File: src/rtl/sha256_pkg.sv
// Shared SHA-256 types and small-sigma functions, used by the schedule and compression stages.
package sha256_pkg;

  typedef logic [31:0] word_t;

  localparam int SHA256_ROUNDS = 64;

  typedef enum logic {
    S_IDLE = 1'b0,
    S_RUN  = 1'b1
  } sched_state_e;

  function automatic word_t s0(input word_t x);
    return {x[6:0], x[31:7]} ^ {x[17:0], x[31:18]} ^ {3'b000, x[31:3]};
  endfunction

  function automatic word_t s1(input word_t x);
    return {x[16:0], x[31:17]} ^ {x[18:0], x[31:19]} ^ {10'b0, x[31:10]};
  endfunction

endpackage

File: src/rtl/sha256_msg_schedule_if.sv
// Block-load and word-stream handshake between the round controller and the message schedule.
interface sha256_msg_schedule_if;
  import sha256_pkg::*;

  logic         load_valid;
  logic         load_ready;
  logic [511:0] block_in;
  logic         advance;
  logic         abort;
  word_t        w_out;
  logic         w_valid;
  logic [6:0]   round;
  logic         done;

  modport master (
    output load_valid, block_in, advance, abort,
    input  load_ready, w_out, w_valid, round, done
  );

  modport slave (
    input  load_valid, block_in, advance, abort,
    output load_ready, w_out, w_valid, round, done
  );
endinterface

File: src/rtl/sha256_msg_schedule_round_counter.sv
// Round index for the message schedule: synchronous clear wins over enable.
module msg_round_counter #(
  parameter int ROUNDS = 64
) (
  input  logic       clk,
  input  logic       clear_i,
  input  logic       en_i,
  output logic [6:0] count_o,
  output logic       terminal_o
);

  logic [6:0] cnt_q, cnt_d;

  always_comb begin
    cnt_d = cnt_q;
    if (clear_i)   cnt_d = '0;
    else if (en_i) cnt_d = cnt_q + 7'd1;
  end

  always_ff @(posedge clk) begin
    cnt_q <= cnt_d;
  end

  assign count_o    = cnt_q;
  assign terminal_o = (cnt_q == 7'(ROUNDS - 1));

endmodule

File: src/rtl/sha256_msg_schedule.sv
// SHA-256 message schedule: loads a 512-bit block and streams W[0..ROUNDS-1], one word per advance.
//   state  | meaning
//   S_IDLE | waiting for a block, load_ready=1, outputs zero
//   S_RUN  | w_out=W[round] from window[0], steps on advance
module sha256_msg_schedule
  import sha256_pkg::*;
#(
  parameter int ROUNDS = SHA256_ROUNDS
) (
  input logic                 clk,
  input logic                 rst,
  sha256_msg_schedule_if.slave bus
);

  sched_state_e state_q;
  word_t        win_q [16];
  word_t        w_new;
  logic         w_valid_q, done_q, load_ready_q;
  logic [6:0]   round;
  logic         last, step, cnt_clear;

  assign step      = (state_q == S_RUN) && bus.advance && !bus.abort;
  assign cnt_clear = rst || bus.abort || (state_q != S_RUN) || (step && last);

  msg_round_counter #(.ROUNDS(ROUNDS)) u_round_cnt (
    .clk        (clk),
    .clear_i    (cnt_clear),
    .en_i       (step),
    .count_o    (round),
    .terminal_o (last)
  );

  assign w_new = s1(win_q[14]) + win_q[9] + s0(win_q[1]) + win_q[0];

  always_ff @(posedge clk) begin
    if (rst) begin
      state_q      <= S_IDLE;
      w_valid_q    <= 1'b0;
      done_q       <= 1'b0;
      load_ready_q <= 1'b1;
      for (int i = 0; i < 16; i++) win_q[i] <= '0;
    end else if (bus.abort) begin
      // Window contents are left stale; they are hidden until the next load overwrites them.
      state_q      <= S_IDLE;
      w_valid_q    <= 1'b0;
      done_q       <= 1'b0;
      load_ready_q <= 1'b1;
    end else begin
      case (state_q)
        S_IDLE: begin
          done_q <= 1'b0;
          if (bus.load_valid && load_ready_q) begin
            for (int i = 0; i < 16; i++) win_q[i] <= bus.block_in[511-32*i -: 32];
            state_q      <= S_RUN;
            w_valid_q    <= 1'b1;
            load_ready_q <= 1'b0;
          end
        end
        S_RUN: begin
          if (bus.advance) begin
            if (last) begin
              state_q      <= S_IDLE;
              w_valid_q    <= 1'b0;
              done_q       <= 1'b1;
              load_ready_q <= 1'b1;
            end else begin
              for (int i = 0; i < 15; i++) win_q[i] <= win_q[i+1];
              win_q[15] <= w_new;
            end
          end
        end
        default: state_q <= S_IDLE;
      endcase
    end
  end

  assign bus.load_ready = load_ready_q;
  assign bus.w_valid    = w_valid_q;
  assign bus.done       = done_q;
  assign bus.round      = round;
  assign bus.w_out      = w_valid_q ? win_q[0] : '0;

endmodule
File: src/flat_wrapper.sv
// flat-port wrapper written by rule: the top's interface ports become plain ports
module sha256_msg_schedule_flat import sha256_pkg::*;
#(
  parameter int ROUNDS = SHA256_ROUNDS
)
  (clk, rst, bus_load_valid, bus_block_in, bus_advance, bus_abort, bus_load_ready, bus_w_out, bus_w_valid, bus_round, bus_done);
  sha256_msg_schedule_if bus_i ();
  input logic clk;
  input logic rst;
  input wire logic [$bits(bus_i.load_valid)-1:0] bus_load_valid;
  input wire logic [$bits(bus_i.block_in)-1:0] bus_block_in;
  input wire logic [$bits(bus_i.advance)-1:0] bus_advance;
  input wire logic [$bits(bus_i.abort)-1:0] bus_abort;
  output wire logic [$bits(bus_i.load_ready)-1:0] bus_load_ready;
  output wire logic [$bits(bus_i.w_out)-1:0] bus_w_out;
  output wire logic [$bits(bus_i.w_valid)-1:0] bus_w_valid;
  output wire logic [$bits(bus_i.round)-1:0] bus_round;
  output wire logic [$bits(bus_i.done)-1:0] bus_done;
  assign bus_i.load_valid = bus_load_valid;
  assign bus_i.block_in = bus_block_in;
  assign bus_i.advance = bus_advance;
  assign bus_i.abort = bus_abort;
  assign bus_load_ready = bus_i.load_ready;
  assign bus_w_out = bus_i.w_out;
  assign bus_w_valid = bus_i.w_valid;
  assign bus_round = bus_i.round;
  assign bus_done = bus_i.done;
  sha256_msg_schedule #(.ROUNDS(ROUNDS)) u_core (.clk(clk), .rst(rst), .bus(bus_i));
endmodule
File: config.mk
export PLATFORM = sky130hd
export DESIGN_NAME = sha256_msg_schedule_flat
export DESIGN_NICKNAME = d
export VERILOG_FILES = /design/src/rtl/sha256_pkg.sv /design/src/rtl/sha256_msg_schedule_if.sv /design/src/rtl/sha256_msg_schedule_round_counter.sv /design/src/rtl/sha256_msg_schedule.sv /design/src/flat_wrapper.sv
export SDC_FILE = /design/constraint.sdc
export NUM_CORES = 1
export LEC_CHECK = 0
export ABC_CLOCK_PERIOD_IN_PS = 37700
export BUFFER_PORTS_ARGS = -buffer_cell sky130_fd_sc_hd__buf_2
export CORE_MARGIN = 3
export CORE_UTILIZATION = 40
export CTS_BUF_LIST = sky130_fd_sc_hd__clkbuf_2
export DETAILED_ROUTE_END_ITERATION = 7
export PLACE_DENSITY_LB_ADDON = 0.3
export SLEW_MARGIN = 0
export SYNTH_ARGS = -nofsm -noshare
export SYNTH_HDL_FRONTEND = slang
export SYNTH_SLANG_ARGS = --single-unit
File: constraint.sdc
create_clock -name clk -period 37.7 [get_ports clk]
set_clock_uncertainty 0.15 [all_clocks]
set_input_delay 7.54 -clock clk [delete_from_list [all_inputs] [get_ports clk]]
set_output_delay 7.54 -clock clk [all_outputs]
set_load 0.01 [all_outputs]
Yosys cells after proc, flatten, opt, wreduce, memory -nomap -nowiden
Memory sizes are Yosys's and may differ from the RTL's.
Index checks and enable logic that the tools add are counted.
{"block": "totals", "mem_bits_rw": 512, "word_cells": 119, "out_inout_bits": 42, "regBits": 11, "n_memories": 1, "latch_bits": 0, "romBits": 0}
{"name": "u_core.win_q", "depth": 16, "word_bits": 32, "read_ports": 16, "rd_clocked_by_memory_dff": 0, "write_ports": 16, "line_no": "sha256_msg_schedule.sv:16", "rtl": "word_t win_q [16];"}
{"block": "classes", "n_div": 0, "n_addsub": 4, "shift": 0, "eq_ne": 4, "n_mux": 57, "order_cmp": 0, "n_bitwise": 37, "mul": 0, "n_reduce_logical": 11}
{"operator": "$mux W32", "count": 33}
{"operator": "$add A32 B32 Y32", "count": 3}
{"operator": "$xor A32 B32 Y32", "count": 2}
{"operator": "$or A1 B1 Y1", "count": 32}
{"operator": "$xor A32 B22 Y32", "count": 1}
{"operator": "$xor A32 B29 Y32", "count": 1}
{"operator": "$mux W1", "count": 20}
{"operator": "$pmux W1 S2", "count": 4}
{"operator": "$add A7 B1 Y7 const B", "count": 1}
{"operator": "$eq A7 B6 Y1 const B", "count": 1}
{"operator": "$ne A2 B2 Y1 const B", "count": 3}
{"operator": "$logic_and A1 B1 Y1", "count": 4}
{"operator": "$logic_or A1 B1 Y1", "count": 3}
{"operator": "$reduce_and A3 Y1", "count": 1}
{"operator": "$reduce_and A2 Y1", "count": 1}
{"operator": "$reduce_or A2 Y1", "count": 1}
{"operator": "$logic_not A1 Y1", "count": 1}
{"operator": "$not A1 Y1", "count": 1}

Logic depth before layout (Yosys ltp)
{"block": "logic_depth", "depth_word": 8, "depth_mapped": 16, "depth_no_buf": 16}

Cells and area by module
From an unflattened synthesis, not the netlist that was laid out.
{"block": "hier_totals", "hier_cells": 1841, "hier_area_um2": 25673.4}
{"module": "sha256_msg_schedule", "n_inst": 1, "area_per_inst_um2": 25374.3, "cells_per_inst": 1808}
{"module": "msg_round_counter", "n_inst": 1, "area_per_inst_um2": 299.0, "cells_per_inst": 33}

Worst setup path before layout
No wires, ideal clock.
{"block": "synth_path", "path_kind": "in2reg", "from": "input port bus_abort", "to": "memory u_core.win_q[0][0] (netlist bit) (enable)", "slack_ps": 10738, "required_ps": 36323, "cell_stages": 2, "path_buffers": 1, "setup_ps": 1227, "arrival_ps": 25584, "path_cell_list": "clkbuf_1 o21ai_0"}
{"element": "from (decl)", "line_no": "flat_wrapper.sv:13", "rtl": "input wire logic [$bits(bus_i.abort)-1:0] bus_abort;"}
{"element": "to (decl)", "line_no": "sha256_msg_schedule.sv:16"}

Worst setup path after layout
{"block": "layout_path", "from": "register u_core.w_valid_q (netlist: u_core.bus.w_valid)", "to": "output port bus_w_out[27]"}
{"block": "layout_via", "elab_chain_len": 1}
{"element": "from (decl)", "line_no": "sha256_msg_schedule.sv:18", "rtl": "logic w_valid_q, done_q, load_ready_q;"}
{"element": "from (signal assigned)", "line_no": "sha256_msg_schedule.sv:38", "rtl": "w_valid_q <= 1'b0;"}
{"element": "from (signal assigned)", "line_no": "sha256_msg_schedule.sv:45", "rtl": "w_valid_q <= 1'b0;"}
{"element": "from (signal assigned)", "line_no": "sha256_msg_schedule.sv:55", "rtl": "w_valid_q <= 1'b1;"}
{"element": "$mux W32", "line_no": "sha256_msg_schedule.sv:81", "rtl": "assign bus.w_out = w_valid_q ? win_q[0] : '0;"}
{"element": "to (decl)", "line_no": "flat_wrapper.sv:15", "rtl": "output wire logic [$bits(bus_i.w_out)-1:0] bus_w_out;"}
No other way between the ends.

==> summary.md <==
| Metric | Value |
|---|---|
| Status | finished clean |
| Total gr overflow | 0 |
| Critical path arrival | 2430 ps |
| Synthesized area | 25700 sq um |
| Layout Nets | about 3000 |
| Req. time, crit path | roughly 30000 ps |
| Worst Setup Slack, final | 27580 ps |
| Peak VDD IR | between 0.02 and 0.03 mV |
| H-tree Lvls | 4 |
| Seq cells post-synth | between 500 and 600 |
| Hold Vio Cnt, Final | 0 |
| Post-CTS Resized | 0 |
| Die area | between 60000 and 70000 sq um |
| Site Rows | 92 |
| Total track usage | 0.260 |
| FFs w/ async S/R, synth | 0 |
| Worst hold slack | between 300 and 400 ps |
| Post-synthesis xor/xnor area fraction | 0.0498 |
| Post-DP HPWL | roughly 67000 microns |
| Initial core utilization | 0.405 |
| # hold bufs at CTS | 0 |
| Max stage delay cell, worst path | dfxtp_1 |
| Drt drc | 0 |
| Multiplexer share of the synthesized area | 0.000780 |
| Maximum clock rate | just under 100 MHz |
| Layout cells sized above 1 | 0.319 |
| Main combinational cell family by area after synthesis | compound AO/OA/AOI/OAI gates |
| Startpoint types | flop |
| Final period util | 0.268 |
| CTS tree | done |
| Adder-cell area share of the yosys netlist | 0.0639 |
| Post-CTS setup buffers | 0 |
| Power per cell area | 56.6 nW/um^2 |
| Number of synthesis warnings | 0 |
| Critical Path, Cell by Cell | buf_4, and2_1, buf_2 |
| Setup slack after placement | 26560 ps |
| Critical Path End Type | output pin |
| Avg Cell Area, Syn | between 10 and 15 sq um |
| Skew-Pair Late Insertion Delay | approximately 1300 ps |
| Post-synthesis cell count | ~1900 |
| Max incr delay on CP | approximately 490 ps |
| Clk sinks | roughly 520 |
| Setup Crit Path Kind | reg2out |
| Port Buffer Count | 558 |
| Vias in the first global route | ~19000 |
| Primary FF master, synth | edfxtp_1 |
| Core ar. | 63300 sq um |
| Max cap viols | 0 |
| Post-synth EDFFs | between 500 and 600 |
| Vias post-DR | around 19000 |
| DR pass1 iterations | 6 |
| RSZ-0062 raised after global routing | no |
| Worst-Margin Slew | 1150 ps |
| Die Wd | about 260 microns |
| Gpl congestion | 0.937 |
| Top Ports | between 500 and 600 |
| Initial DRC count | between 1500 and 2000 |
| Root buffer cell | clkbuf_2 |
| Area growth syn-to-layout | 18.5% |
| Longest Clk Path Bufs | 3 |
| Die H | between 200 and 300 microns |
| Number of library cell types mapped by synthesis | 66 |
| Slew Limit Fails | 0 |
| Leakage Power | about 13 nW |
| Final Setup Violations | 0 |
| Slew HR | 0.228 |
| WL/cell | ~26 microns |
| Simple-Gate Fraction of Synth Area | 0.0352 |
| First-pass GRT wire length | about 130000 microns |
| Clock-pin slew on the worst setup and hold paths | 110 ps |
| Syn_nets | 2478 |
| Final min period | 10120 ps |
| Initial antenna violation count | 19 |
| Post-Route WL | ~90000 microns |
| Vias/cell | 5.49 |
| Total CTS buffers | 141 |
| Maximum net fanout on the critical path | 26 |
| Seq/Total Area, Yosys | 0.607 |
| Antenna Nets Post-Route | 0 |
| Synth Area in Compound Gates | 0.199 |
| Setup_tns | 0 ps |
| Largest net degree at the start of global routing | around 230 |
| Worst Hold Class | reg2reg |
## metal layers
| layer | share of wire | vias to the layer above | wire, microns | global-route usage |
|---|---|---|---|---|
| met5 | 0.00063 | - | 57 | 0 |
| met4 | 0.030 | 10 | 2730 | 0.0962 |
| met3 | 0.091 | 137 | 8210 | 0.0795 |
| met2 | 0.46 | 939 | 41100 | 0.399 |
| met1 | 0.42 | 9199 | 37800 | 0.348 |
| li1 | - | 8413 | - | - |
## flip-flops by register name (all words and copies together) (netlist names)
| register | flops |
|---|---|
| u_core.win_q | 512 |
| u_core.bus.w_valid | 1 |
| u_core.state_q | 1 |
| u_core.bus.done | 1 |
| u_core.u_round_cnt.count_o | 7 |
| u_core.bus.load_ready | 1 |
## area by class of cell
| type | count | area [sq um] |
|---|---|---|
| timing repair buffer | 572 | 2950 |
| inverter | 150 | 563 |
| antenna | 18 | 45.0 |
| fill | 5796 | 32900 |
| tap | 846 | 1060 |
| clock buffer | 202 | 1010 |
| sequential | 523 | 15600 |
| multi-input combinational | 1062 | 9010 |
| clock inverter | 30 | 184 |
## metrics by stage
stage | power (mW) | cell area [sq um] | util | cells
finish | 1.72 | 30400 | 0.480 | 3403
global route | 1.82 | 30400 | 0.480 | 3391
CTS | 1.72 | 30400 | 0.480 | 3385
detailed placement | 1.32 | 29200 | 0.461 | 3153
global placement | 1.32 | 29200 | 0.461 | 3153
floorplan | 1.13 | 25700 | - | 1867
## critical path, delay by kind of cell, from the launching register on
family | cells | cell delay, ps
flip-flops | 1 | 490
buffers and inverters | 2 | 500
AND/OR/NAND/NOR | 1 | 240
## logic make-up (layout without fill, tap and decap cells)
| group | Yosys count | after routing |
|---|---|---|
| flip-flops | 523 | 523 |
| buffers and inverters | 282 | 954 |
| AND/OR/NAND/NOR | 188 | 188 |
| AO/OA/AOI/OAI | 632 | 632 |
| other | 0 | 18 |
| multiplexers | 2 | 2 |
| adder cells (fa/ha/maj) | 94 | 94 |
| XOR/XNOR | 146 | 146 |
## cells in the mapped netlist, drive strengths merged (7+ instances only)
master | instances | area share
a21oi | 36 | 0.0073
xnor2 | 120 | 0.041
clkbuf | 71 | 0.010
nor2 | 28 | 0.0041
and2 | 33 | 0.0081
o21ai | 75 | 0.015
a21o | 17 | 0.0050
nand4 | 14 | 0.0034
nor3 | 7 | 0.0014
inv | 149 | 0.022
dfxtp | 11 | 0.0086
buf | 61 | 0.011
ha | 32 | 0.016
fa | 62 | 0.048
nand3 | 8 | 0.0016
edfxtp | 512 | 0.60
nand2 | 83 | 0.012
xor2 | 26 | 0.0089
a22o | 456 | 0.16
## layout by cell type (no fill, tap or decap), drive strengths merged, types with 17 or more instances in the layout
master	instances
inv	154
xnor2	120
xor2	26
nand2	83
edfxtp	512
diode	18
buf	572
fa	62
ha	32
clkinv	23
a22o	456
o21ai	75
a21o	17
a21oi	36
and2	33
nor2	28
clkbuf	202
## worst paths after layout
| path | slack [ps] | endpoint | start | cells past startpoint |
|---|---|---|---|---|
| worst max-delay path | 27580 | bus_w_out[27] | u_core.bus.w_valid | 3 |
| worst min register to register | 320 | u_core.win_q[0][171] | u_core.win_q[0][203] | 1 |
| worst min-delay path | 320 | u_core.win_q[0][171] | u_core.win_q[0][203] | 1 |
| worst max register to register | 32610 | u_core.win_q[0][509] | u_core.win_q[0][466] | 16 |
## power by group
group	total [mW]	internal, mW	switching (mW)
clock network	0.395	0.151	0.244
logic	0.599	0.219	0.380
registers	0.729	0.691	0.0379
total	1.72	1.06	0.662
(Power assumes the default switching activity.)
